==> src/rtl/kan_layer_sequencer.sv <==
// ---------------------------------------------------------------------------
// kan_layer_sequencer
//
// Kernel-side sequencer for the ping-pong layer buffer. It accepts one layer
// descriptor at a time and announces the layer to the buffer. It caches the
// layer's input vector and performs signed fixed-point MACs against the
// streamed weight array. It then writes one saturated result per output
// neuron back into the buffer.
//
// Optional feature (macro KAN_SEQ_RELU_EN): when defined, negative results of
// non-last layers are clamped to zero (ReLU). Last-layer results pass through
// unmodified. When undefined, results are always the saturated value.
//
// Ports:
//   aclk, aresetn              clock, asynchronous active-high reset
//   cfg_valid/cfg_ready        layer descriptor handshake
//   cfg_nin/cfg_nout/cfg_last  descriptor fields
//   cfg_err                    one-cycle pulse when a descriptor is rejected
//   c_new/c_lfirst/c_llast     layer-start pulse and qualifiers to the buffer
//   k_rvalid/k_rready/k_rdata  activation read stream from the buffer
//   w_tvalid/w_tready/w_tdata  weight stream from the DMA
//   k_wvalid/k_wready/k_wdata  result write stream to the buffer
//   busy                       high whenever the FSM is outside IDLE
//   done                       one-cycle pulse after the final layer completes
// ---------------------------------------------------------------------------
module kan_layer_sequencer #(
    parameter int DWIDTH  = 16,
    parameter int FRAC    = 8,
    parameter int ACCW    = 40,
    parameter int MAX_DIM = 64
) (
    input  logic                           aclk,
    input  logic                           aresetn,
    input  logic                           cfg_valid,
    output logic                           cfg_ready,
    input  logic [$clog2(MAX_DIM+1)-1:0]   cfg_nin,
    input  logic [$clog2(MAX_DIM+1)-1:0]   cfg_nout,
    input  logic                           cfg_last,
    output logic                           cfg_err,
    output logic                           c_new,
    output logic                           c_lfirst,
    output logic                           c_llast,
    input  logic                           k_rvalid,
    output logic                           k_rready,
    input  logic [DWIDTH-1:0]              k_rdata,
    input  logic                           w_tvalid,
    output logic                           w_tready,
    input  logic [DWIDTH-1:0]              w_tdata,
    output logic                           k_wvalid,
    input  logic                           k_wready,
    output logic [DWIDTH-1:0]              k_wdata,
    output logic                           busy,
    output logic                           done
);

    localparam int CW = $clog2(MAX_DIM + 1);
    localparam int IW = (MAX_DIM > 1) ? $clog2(MAX_DIM) : 1;
    localparam int PW = 2 * DWIDTH;

    // Saturation bounds expressed at accumulator width; the minimum is the
    // bitwise complement of the maximum in two's complement.
    localparam logic signed [ACCW-1:0] SAT_MAX = ACCW'((2 ** (DWIDTH - 1)) - 1);
    localparam logic signed [ACCW-1:0] SAT_MIN = ~SAT_MAX;

    typedef enum logic [2:0] {
        S_IDLE,
        S_NEWL,
        S_LOAD,
        S_MAC,
        S_WRITE,
        S_NEXT
    } state_t;

    state_t                   state_q;
    logic [CW-1:0]            nin_q;
    logic [CW-1:0]            nout_q;
    logic [CW-1:0]            i_q;
    logic [CW-1:0]            j_q;
    logic                     last_q;
    logic                     first_q;
    logic signed [ACCW-1:0]   acc_q;
    logic signed [DWIDTH-1:0] cache_q [MAX_DIM];

    logic signed [ACCW-1:0]   acc_d;
    logic signed [PW-1:0]     prod;
    logic signed [ACCW-1:0]   shifted;
    logic [DWIDTH-1:0]        result_d;
    logic [IW-1:0]            i_idx;
    logic                     cfg_legal;
    logic                     cfg_fire;
    logic                     rd_fire;
    logic                     w_fire;
    logic                     wr_fire;
    logic                     i_last;
    logic                     j_last;

    assign i_idx     = i_q[IW-1:0];
    assign cfg_legal = (cfg_nin != '0) && (cfg_nout != '0) &&
                       (cfg_nin <= CW'(MAX_DIM)) && (cfg_nout <= CW'(MAX_DIM));
    assign cfg_fire  = cfg_valid & cfg_ready;
    assign rd_fire   = k_rvalid & k_rready;
    assign w_fire    = w_tvalid & w_tready;
    assign wr_fire   = k_wvalid & k_wready;
    assign i_last    = (i_q == nin_q - CW'(1));
    assign j_last    = (j_q == nout_q - CW'(1));

    // The MAC datapath computes the accumulator including the current weight.
    // On the final weight of a neuron, the formatted result is captured from
    // acc_d directly, so k_wvalid can rise on the very next cycle.
    assign prod    = PW'(cache_q[i_idx]) * PW'($signed(w_tdata));
    assign acc_d   = acc_q + ACCW'(prod);
    assign shifted = acc_d >>> FRAC;

    always_comb begin
        result_d = shifted[DWIDTH-1:0];
        if (shifted > SAT_MAX) begin
            result_d = SAT_MAX[DWIDTH-1:0];
        end else if (shifted < SAT_MIN) begin
            result_d = SAT_MIN[DWIDTH-1:0];
        end
`ifdef KAN_SEQ_RELU_EN
        if (!last_q && result_d[DWIDTH-1]) begin
            result_d = '0;
        end
`endif
    end

    // The input-vector cache has no reset; entries are always written during
    // LOAD before MAC reads them.
    always_ff @(posedge aclk) begin
        if (rd_fire) begin
            cache_q[i_idx] <= k_rdata;
        end
    end

    // Main FSM. Every handshake output is a register that is set on entry to
    // its state, so at most one of k_rready, w_tready and k_wvalid is ever
    // high.
    always_ff @(posedge aclk or posedge aresetn) begin
        if (aresetn) begin
            state_q   <= S_IDLE;
            nin_q     <= '0;
            nout_q    <= '0;
            i_q       <= '0;
            j_q       <= '0;
            last_q    <= 1'b0;
            first_q   <= 1'b1;
            acc_q     <= '0;
            cfg_ready <= 1'b1;
            cfg_err   <= 1'b0;
            c_new     <= 1'b0;
            c_lfirst  <= 1'b0;
            c_llast   <= 1'b0;
            k_rready  <= 1'b0;
            w_tready  <= 1'b0;
            k_wvalid  <= 1'b0;
            k_wdata   <= '0;
            busy      <= 1'b0;
            done      <= 1'b0;
        end else begin
            cfg_err  <= 1'b0;
            c_new    <= 1'b0;
            c_lfirst <= 1'b0;
            c_llast  <= 1'b0;
            done     <= 1'b0;

            case (state_q)
                S_IDLE, S_NEXT: begin
                    if (state_q == S_NEXT && last_q) begin
                        first_q   <= 1'b1;
                        busy      <= 1'b0;
                        cfg_ready <= 1'b1;
                        state_q   <= S_IDLE;
                    end else if (cfg_fire) begin
                        // Rejected descriptors are consumed but leave the
                        // state untouched.
                        if (cfg_legal) begin
                            nin_q     <= cfg_nin;
                            nout_q    <= cfg_nout;
                            last_q    <= cfg_last;
                            cfg_ready <= 1'b0;
                            busy      <= 1'b1;
                            c_new     <= 1'b1;
                            c_lfirst  <= first_q;
                            c_llast   <= cfg_last;
                            state_q   <= S_NEWL;
                        end else begin
                            cfg_err <= 1'b1;
                        end
                    end
                end

                S_NEWL: begin
                    first_q  <= 1'b0;
                    i_q      <= '0;
                    k_rready <= 1'b1;
                    state_q  <= S_LOAD;
                end

                S_LOAD: begin
                    if (rd_fire) begin
                        i_q <= i_q + CW'(1);
                        if (i_last) begin
                            i_q      <= '0;
                            j_q      <= '0;
                            acc_q    <= '0;
                            k_rready <= 1'b0;
                            w_tready <= 1'b1;
                            state_q  <= S_MAC;
                        end
                    end
                end

                S_MAC: begin
                    if (w_fire) begin
                        acc_q <= acc_d;
                        i_q   <= i_q + CW'(1);
                        if (i_last) begin
                            w_tready <= 1'b0;
                            k_wvalid <= 1'b1;
                            k_wdata  <= result_d;
                            state_q  <= S_WRITE;
                        end
                    end
                end

                S_WRITE: begin
                    if (wr_fire) begin
                        k_wvalid <= 1'b0;
                        if (j_last) begin
                            // A non-last layer waits in NEXT for its successor.
                            done      <= last_q;
                            cfg_ready <= ~last_q;
                            state_q   <= S_NEXT;
                        end else begin
                            j_q      <= j_q + CW'(1);
                            i_q      <= '0;
                            acc_q    <= '0;
                            w_tready <= 1'b1;
                            state_q  <= S_MAC;
                        end
                    end
                end

                default: begin
                    state_q <= S_IDLE;
                end
            endcase
        end
    end

endmodule
==> config.mk <==
export PLATFORM = sky130hd
export DESIGN_NAME = kan_layer_sequencer
export DESIGN_NICKNAME = d
export VERILOG_FILES = /design/src/rtl/kan_layer_sequencer.sv
export SDC_FILE = /design/constraint.sdc
export NUM_CORES = 2
export LEC_CHECK = 0
export BUFFER_PORTS_ARGS = -buffer_cell sky130_fd_sc_hd__buf_2
export CORE_MARGIN = 10
export CORE_UTILIZATION = 57
export CTS_CLUSTER_SIZE = 28
export DETAILED_ROUTE_END_ITERATION = 10
export PLACE_DENSITY = 0.76
export SYNTH_ARGS = -nofsm -noshare
export SYNTH_HDL_FRONTEND = slang
export SYNTH_SLANG_ARGS = --single-unit
==> constraint.sdc <==
create_clock -name aclk -period 8.3 [get_ports aclk]
set_input_delay 1.66 -clock aclk [delete_from_list [all_inputs] [get_ports aclk]]
set_output_delay 1.66 -clock aclk [all_outputs]
set_load 0.05 [all_outputs]
# ---- Yosys cells after proc, flatten, opt, wreduce, memory -nomap -nowiden
# Memories as Yosys holds them, arrays and structs flattened.
# Index checks and enable logic that the tools add are counted.
dict set report totals {
  n_memories 1
  register_bits 99
  mem_bits_rw 1024
  inputBits 53
}
dict set report classes {
  eq_ne 17
  mux 73
  mul 1
  reduce_logical 29
  add_sub_neg 5
  magnitude_cmp 4
  bitwise 6
}
# memory words width rd rd_clocked_by_memory_dff write_ports line
set mem_list {}
lappend mem_list {cache_q 64 16 1 0 1 82} ;# logic signed [DWIDTH-1:0] cache_q [MAX_DIM];
# cell count
set ops {}
lappend ops {{40-bit 2-to-1 mux} 5}
lappend ops {{40-bit case mux with 3 select lines} 1}
lappend ops {{7-bit 2-to-1 mux} 9}
lappend ops {{40-bit by 32-bit adder with 40-bit output} 1}
lappend ops {{1-bit 2-to-1 mux} 39}
lappend ops {{32-bit by 16-bit > comparator with 1-bit output (second input constant)} 1}
lappend ops {{32-bit by 16-bit less-than comparator with 1-bit output (second input constant)} 1}
lappend ops {{16-bit by 16-bit multiplier with 32-bit output} 1}
lappend ops {{16-bit 2-to-1 mux} 2}
lappend ops {{7-bit case mux with 4 select lines} 1}
lappend ops {{3-bit 2-to-1 mux} 9}
lappend ops {{2-bit != test (second input constant)} 8}
lappend ops {{3-bit case mux with 5 select lines} 1}
lappend ops {{5-bit AND reduction} 3}
lappend ops {{7-bit by 1-bit adder with 7-bit output (second input constant)} 2}
lappend ops {{7-bit equality test} 2}
lappend ops {{7-bit <= comparator (second input constant)} 2}
lappend ops {{7-bit case mux with 2 select lines} 1}
lappend ops {{7-bit AND reduction} 2}
lappend ops {{2-bit nonzero test} 7}
lappend ops {{7-bit nonzero test} 2}
lappend ops {{7-bit by 1-bit subtractor with 7-bit output (second input constant)} 2}
lappend ops {{3-bit AND reduction} 3}
lappend ops {{1-bit case mux with 2 select lines} 4}
lappend ops {{other kinds (15)} 26}

# ---- Longest topological paths before layout
dict set report depth {
  ltp_word 8
  depth_mapped 38
}

# ---- Worst setup path before layout
# Ideal clock, no wire load.
dict set report synth_path {
  kind {reg2reg}
  start {reg i_q[1]}
  end {reg k_wdata[4]}
  setup_time_ns 0.126
  setup_slack_ns 0.045
  required_time_ns 8.174
  arrival_time_ns 8.129
  stages_incl_launch_ff 35
  path_cell_list {dfrtp_1 -> buf_4 -> and3_1 -> buf_4 -> buf_2 -> buf_2 -> buf_1 -> a22oi_1 -> a41oi_1 -> nor4_1 -> nand3_1 -> clkbuf_1 -> and2_1 -> fa_1 -> inv_1 -> fa_1 -> fa_1 -> inv_1 -> fa_1 -> fa_1 -> inv_1 -> fa_1 -> inv_1 -> ha_1 -> a21oi_1 -> o21ai_0 -> a41oi_2 -> nand2_1 -> a41oi_1 -> o311ai_1 -> a2111oi_2 -> nand4_1 -> o41ai_4 -> buf_6 -> a31oi_1}
}
dict set report synth_via {
  elab_chain_cells 6
}
# element line
set synth_rtl {}
lappend synth_rtl {{from (decl)} 77} ;# logic [CW-1:0] i_q;
lappend synth_rtl {{from (signal assigned)} 202} ;# i_q <= i_q + CW'(1);
lappend synth_rtl {{from (signal assigned)} 217} ;# i_q <= i_q + CW'(1);
lappend synth_rtl {{memory read 64 x 16 bit} n/a}
lappend synth_rtl {{16-bit by 16-bit multiplier with 32-bit output} 110} ;# assign prod = PW'(cache_q[i_idx]) * PW'($signed(w_tdata));
lappend synth_rtl {{40-bit by 32-bit adder with 40-bit output} 111} ;# assign acc_d = acc_q + ACCW'(prod);
lappend synth_rtl {{32-bit by 16-bit less-than comparator with 1-bit output} 118} ;# end else if (shifted < SAT_MIN) begin
lappend synth_rtl {{16-bit 2-to-1 mux} 118}
lappend synth_rtl {{16-bit 2-to-1 mux} 116} ;# if (shifted > SAT_MAX) begin
lappend synth_rtl {{to (signal assigned)} 221} ;# k_wdata <= result_d;
lappend synth_rtl {{to (decl)} 51} ;# output logic [DWIDTH-1:0] k_wdata,
# Several ways; a longest one is shown, not always the timed one.
# A chain may end at the register's enable or synchronous reset.

# ---- Worst setup path after layout
dict set report layout_path {
  start {reg i_q[2]}
  end {reg k_wdata[1]}
}
# Same word-level chain as after synthesis.

==> key figures <==
Status
  – Status: finished with violations
  – Failing checks: setup timing

Detailed routing
  – Vias per cell: approximately 6.4
  – DRT antenna net count: 0
  – Drt first pass iters: 6
  – Drt first-iter violations: around 4700
  – DRT Wirelength: approximately 160000 um
  – DR WL/cell: 27.1 um
  – Drt drc: 0
  – DR vias: between 30000 and 40000

STA
  – Setup WS post-layout: -0.807 ns
  – Setup TNS Final: -13.25 ns
  – Clk_skew: 0.0443 ns
  – Crit share post-route: 110%
  – Worst-margin pin slew: between 1 and 1.5 ns
  – Hold Slack: roughly 0.5 ns
  – Endpoints failing hold: 0
  – Fmax: approximately 0.11 GHz
  – Final setup vio count: 24
  – Minimum clock period: 9.11 ns
  – Max_slew headroom: roughly a tenth
  – RSZ-0062 raised after global routing: yes
  – Final slew viol count: 0

Yosys
  – FF+latch count, synth: approximately 1100
  – Leading register cell type out of synthesis: edfxtp_1
  – Area leader, netlist: edfxtp_1
  – Synth top area cells: edfxtp_1 (56%), fa_1 (12%), a22oi_1 (6.2%), dfrtp_1 (4.4%), inv_1 (2.8%)
  – Xor/xnor share of the synthesized area: 1.01%
  – Seq/Total Area, Yosys: 60.7%
  – Area of the mapped netlist: approximately 55000 um^2
  – Compound-Gate Fraction of Synth Area: approximately an eighth
  – Adder-cell share of the synthesized area: between 10 and 15%
  – Commonest cells post-synth: edfxtp_1 (1024), a22oi_1 (451), inv_1 (410)
  – Most common cell in the synthesized netlist: edfxtp_1
  – Mux contribution to synthesized area: 0.0595%
  – Number of synthesized flops with an enable pin: 1024
  – Mapped Avg Cell Area: approximately 14 um^2
  – Synth unique cells: around 90
  – Asr flop ratio synth: about 8.8%
  – Largest family of logic cells by synthesized area: adder cells
  – Synthesized Nets: roughly 4400
  – Synth Area in Simple Gates: 6.95%
  – Synth top area share: between 50% and 60%
  – Post-Syn Instances: about 3900
  – Synth warn: 0

Global routing
  – All-layer global routing usage: approximately 28%
  – First-pass GRT wire length: between 200000 and 250000 um
  – Largest net degree at the start of global routing: 74
  – Initial antenna violation count: 2
  – Vias in the first global route: roughly 38000
  – Grt total ovfl: 0

Power
  – Combinational share of power: between 60 and 70%
  – P_leak: around 25 nW
  – Clock power frac: between 10% and 20%
  – Reg power frac: between 20% and 30%
  – Sw frac: between 40% and 50%
  – Peak VDD IR: 1.11 mV
  – Pwr Density: 459 nW/um^2
  – Internal cell power: 0.0182 W
  – Switching pwr: about 0.012 W

Worst setup path
  – Critical path endpoint category: flip-flop
  – Setup crit start kind: flip-flop
  – CP max FO: 8
  – Slowest cell on crit path: fa_1
  – Crit path largest cell delay: slightly above 0.6 ns
  – CP arrival: just under 10 ns
  – Crit-path most repeated cell: buf_4
  – Data required time of the critical path: 8.88 ns
  – WS Path Type: reg -> reg

Die
  – Core Box Area: about 95000 um^2
  – Die area: 109000 um^2
  – Row count: around 110
  – Die height: 330 um
  – Initial Util: 57.5%
  – DIE WIDTH: 330 um
  – Io pins: slightly below 80

Layout
  – Number of nets in the layout: roughly 5000
  – Antenna Cells: 0
  – Area delta synth->final: 21.2%
  – Layout cells sized above 1: 24.9%
  – Post-route cell area: 66300 um^2

Place
  – Detailed placer's ending HPWL: 101000 um
  – I/O Buffers: 78
  – GP Congestion: between 0.9 and 1
  – Placed Area: between 60000 and 70000 um^2

Clock tree
  – Clock transition at the registers of the reported paths: approximately 0.070 ns
  – Later-pin clock latency in the skew report: approximately 0.71 ns
  – Num CTS Buffers: about 110
  – Htree depth: 3
  – CTS root buf: clkbuf_16
  – # hold bufs at CTS: 0
  – Clk sinks: around 1100
  – Bufs on Longest Clock Path: 3
  – TritonCTS clock tree: built

Job
  – Number of max-cap violations: 0

Hold path
  – Worst hold-check path type: reg -> reg
-- path summary, 6_finish.rpt --
| path | to | slack (ns) | cells after the start | start |
|---|---|---|---|---|
| max | k_wdata[1] | -0.81 | 39 | i_q[2] |
| min reg2reg | acc_q[0] | 0.49 | 2 | acc_q[0] |
| min in group asynchronous | k_wdata[14] | 0.96 | 2 | aresetn |
| max in group asynchronous | i_q[0] | 5.98 | 3 | aresetn |
| max reg2reg | k_wdata[1] | -0.81 | 39 | i_q[2] |
| min | acc_q[0] | 0.49 | 2 | acc_q[0] |
-- metrics by stage --
step           std cells  power, W  util [%]  setup WS (ns)
6_report            5834    0.0304      69.7         -0.807
3_5_place_dp        5571    0.0221      63.5         -0.803
5_1_grt             5834    0.0322      69.7         -0.962
2_1_floorplan       3864    0.0147         -         0.0450
3_3_place_gp        5571    0.0220      63.5         -0.660
4_1_cts             5791    0.0280      68.1         -0.380
-- layout by cell type (no fill, tap or decap), types with 32 or more instances in the layout --
| cell type | Yosys | final |
|---|---|---|
| edfxtp_1 | 1024 | 1024 |
| and2_1 | 117 | 114 |
| nand2_1 | 216 | 208 |
| a31oi_1 | 48 | 32 |
| buf_6 | 9 | 39 |
| a41oi_1 | 71 | 48 |
| xnor2_1 | 39 | 35 |
| dfrtp_1 | 97 | 94 |
| nor2_1 | 135 | 132 |
| nor2b_1 | 49 | 49 |
| buf_2 | 70 | 78 |
| a22oi_2 | 1 | 42 |
| a22oi_1 | 451 | 410 |
| ha_1 | 119 | 105 |
| buf_12 | 0 | 40 |
| inv_1 | 410 | 402 |
| a21oi_1 | 74 | 59 |
| a22o_1 | 40 | 40 |
| fa_1 | 330 | 320 |
| nand3_1 | 40 | 37 |
| clkbuf_16 | 0 | 109 |
| buf_4 | 10 | 543 |
| nand4_1 | 46 | 46 |
| o21ai_0 | 46 | 34 |
-- cells by family after synthesis --
| group | after synthesis |
|---|---|
| xor gates and xnor gates | 62 |
| adders and majority gates | 449 |
| DFF | 1123 |
| muxes | 3 |
| and+or+nand+nor | 741 |
| buffers and inverters | 612 |
| AOI/OAI and AO/OA | 874 |
-- critical path: cells and delay by family, from the launching register on --
kind,cells,cell delay [ns]
xor+xnor,1,0.18
buf+inv,15,1.99
simple gates,7,1.16
fa+ha+maj,7,3.27
compound gates,9,1.89
flops,1,0.46
-- power groups by stage --
| stage | Combinational (W) | Sequential, W | Clock, W |
|---|---|---|---|
| finish | 0.0194 | 0.00626 | 0.00475 |
| detailed placement | 0.0157 | 0.00638 | 0 |
| global placement | 0.0156 | 0.00638 | 0 |
| floorplan | 0.00838 | 0.00636 | 0 |
| global route | 0.0210 | 0.00626 | 0.00497 |
| CTS | 0.0170 | 0.00626 | 0.00474 |
-- area by class of cell --
type	instances	area, um^2
clock buffers	138	2810
inverters	411	1550
multi-input cells	2129	20600
flip-flops and latches	1123	33200
clock inverters	56	562
repair buffers	712	5960
fillers	5846	28900
well taps	1265	1580
-- routing by layer --
metal	vias up	track usage, %	part of all wire, %
met1	18600	36.1	35
met5	-	0	0.0082
li1	15500	-	-
met2	2578	46.6	48
met3	514	5.62	12
met4	2	12.5	5.2
-- registers in the layout (all words and copies together), names as in the netlist, 3 cells and up --
name and count:
nout_q 7, acc_q 40, j_q 7, i_q 7, state_q 3, k_wdata 16, cache_q 1024, nin_q 7
-- repair_timing --
item                                    4_1_cts  5_1_grt
cloned                                        2        4
gates resized for setup                     135      209
endpoints found under the setup margin       36       36
buffers inserted                             25       41
pin swaps                                    20      100
(Power assumes the default switching activity.)
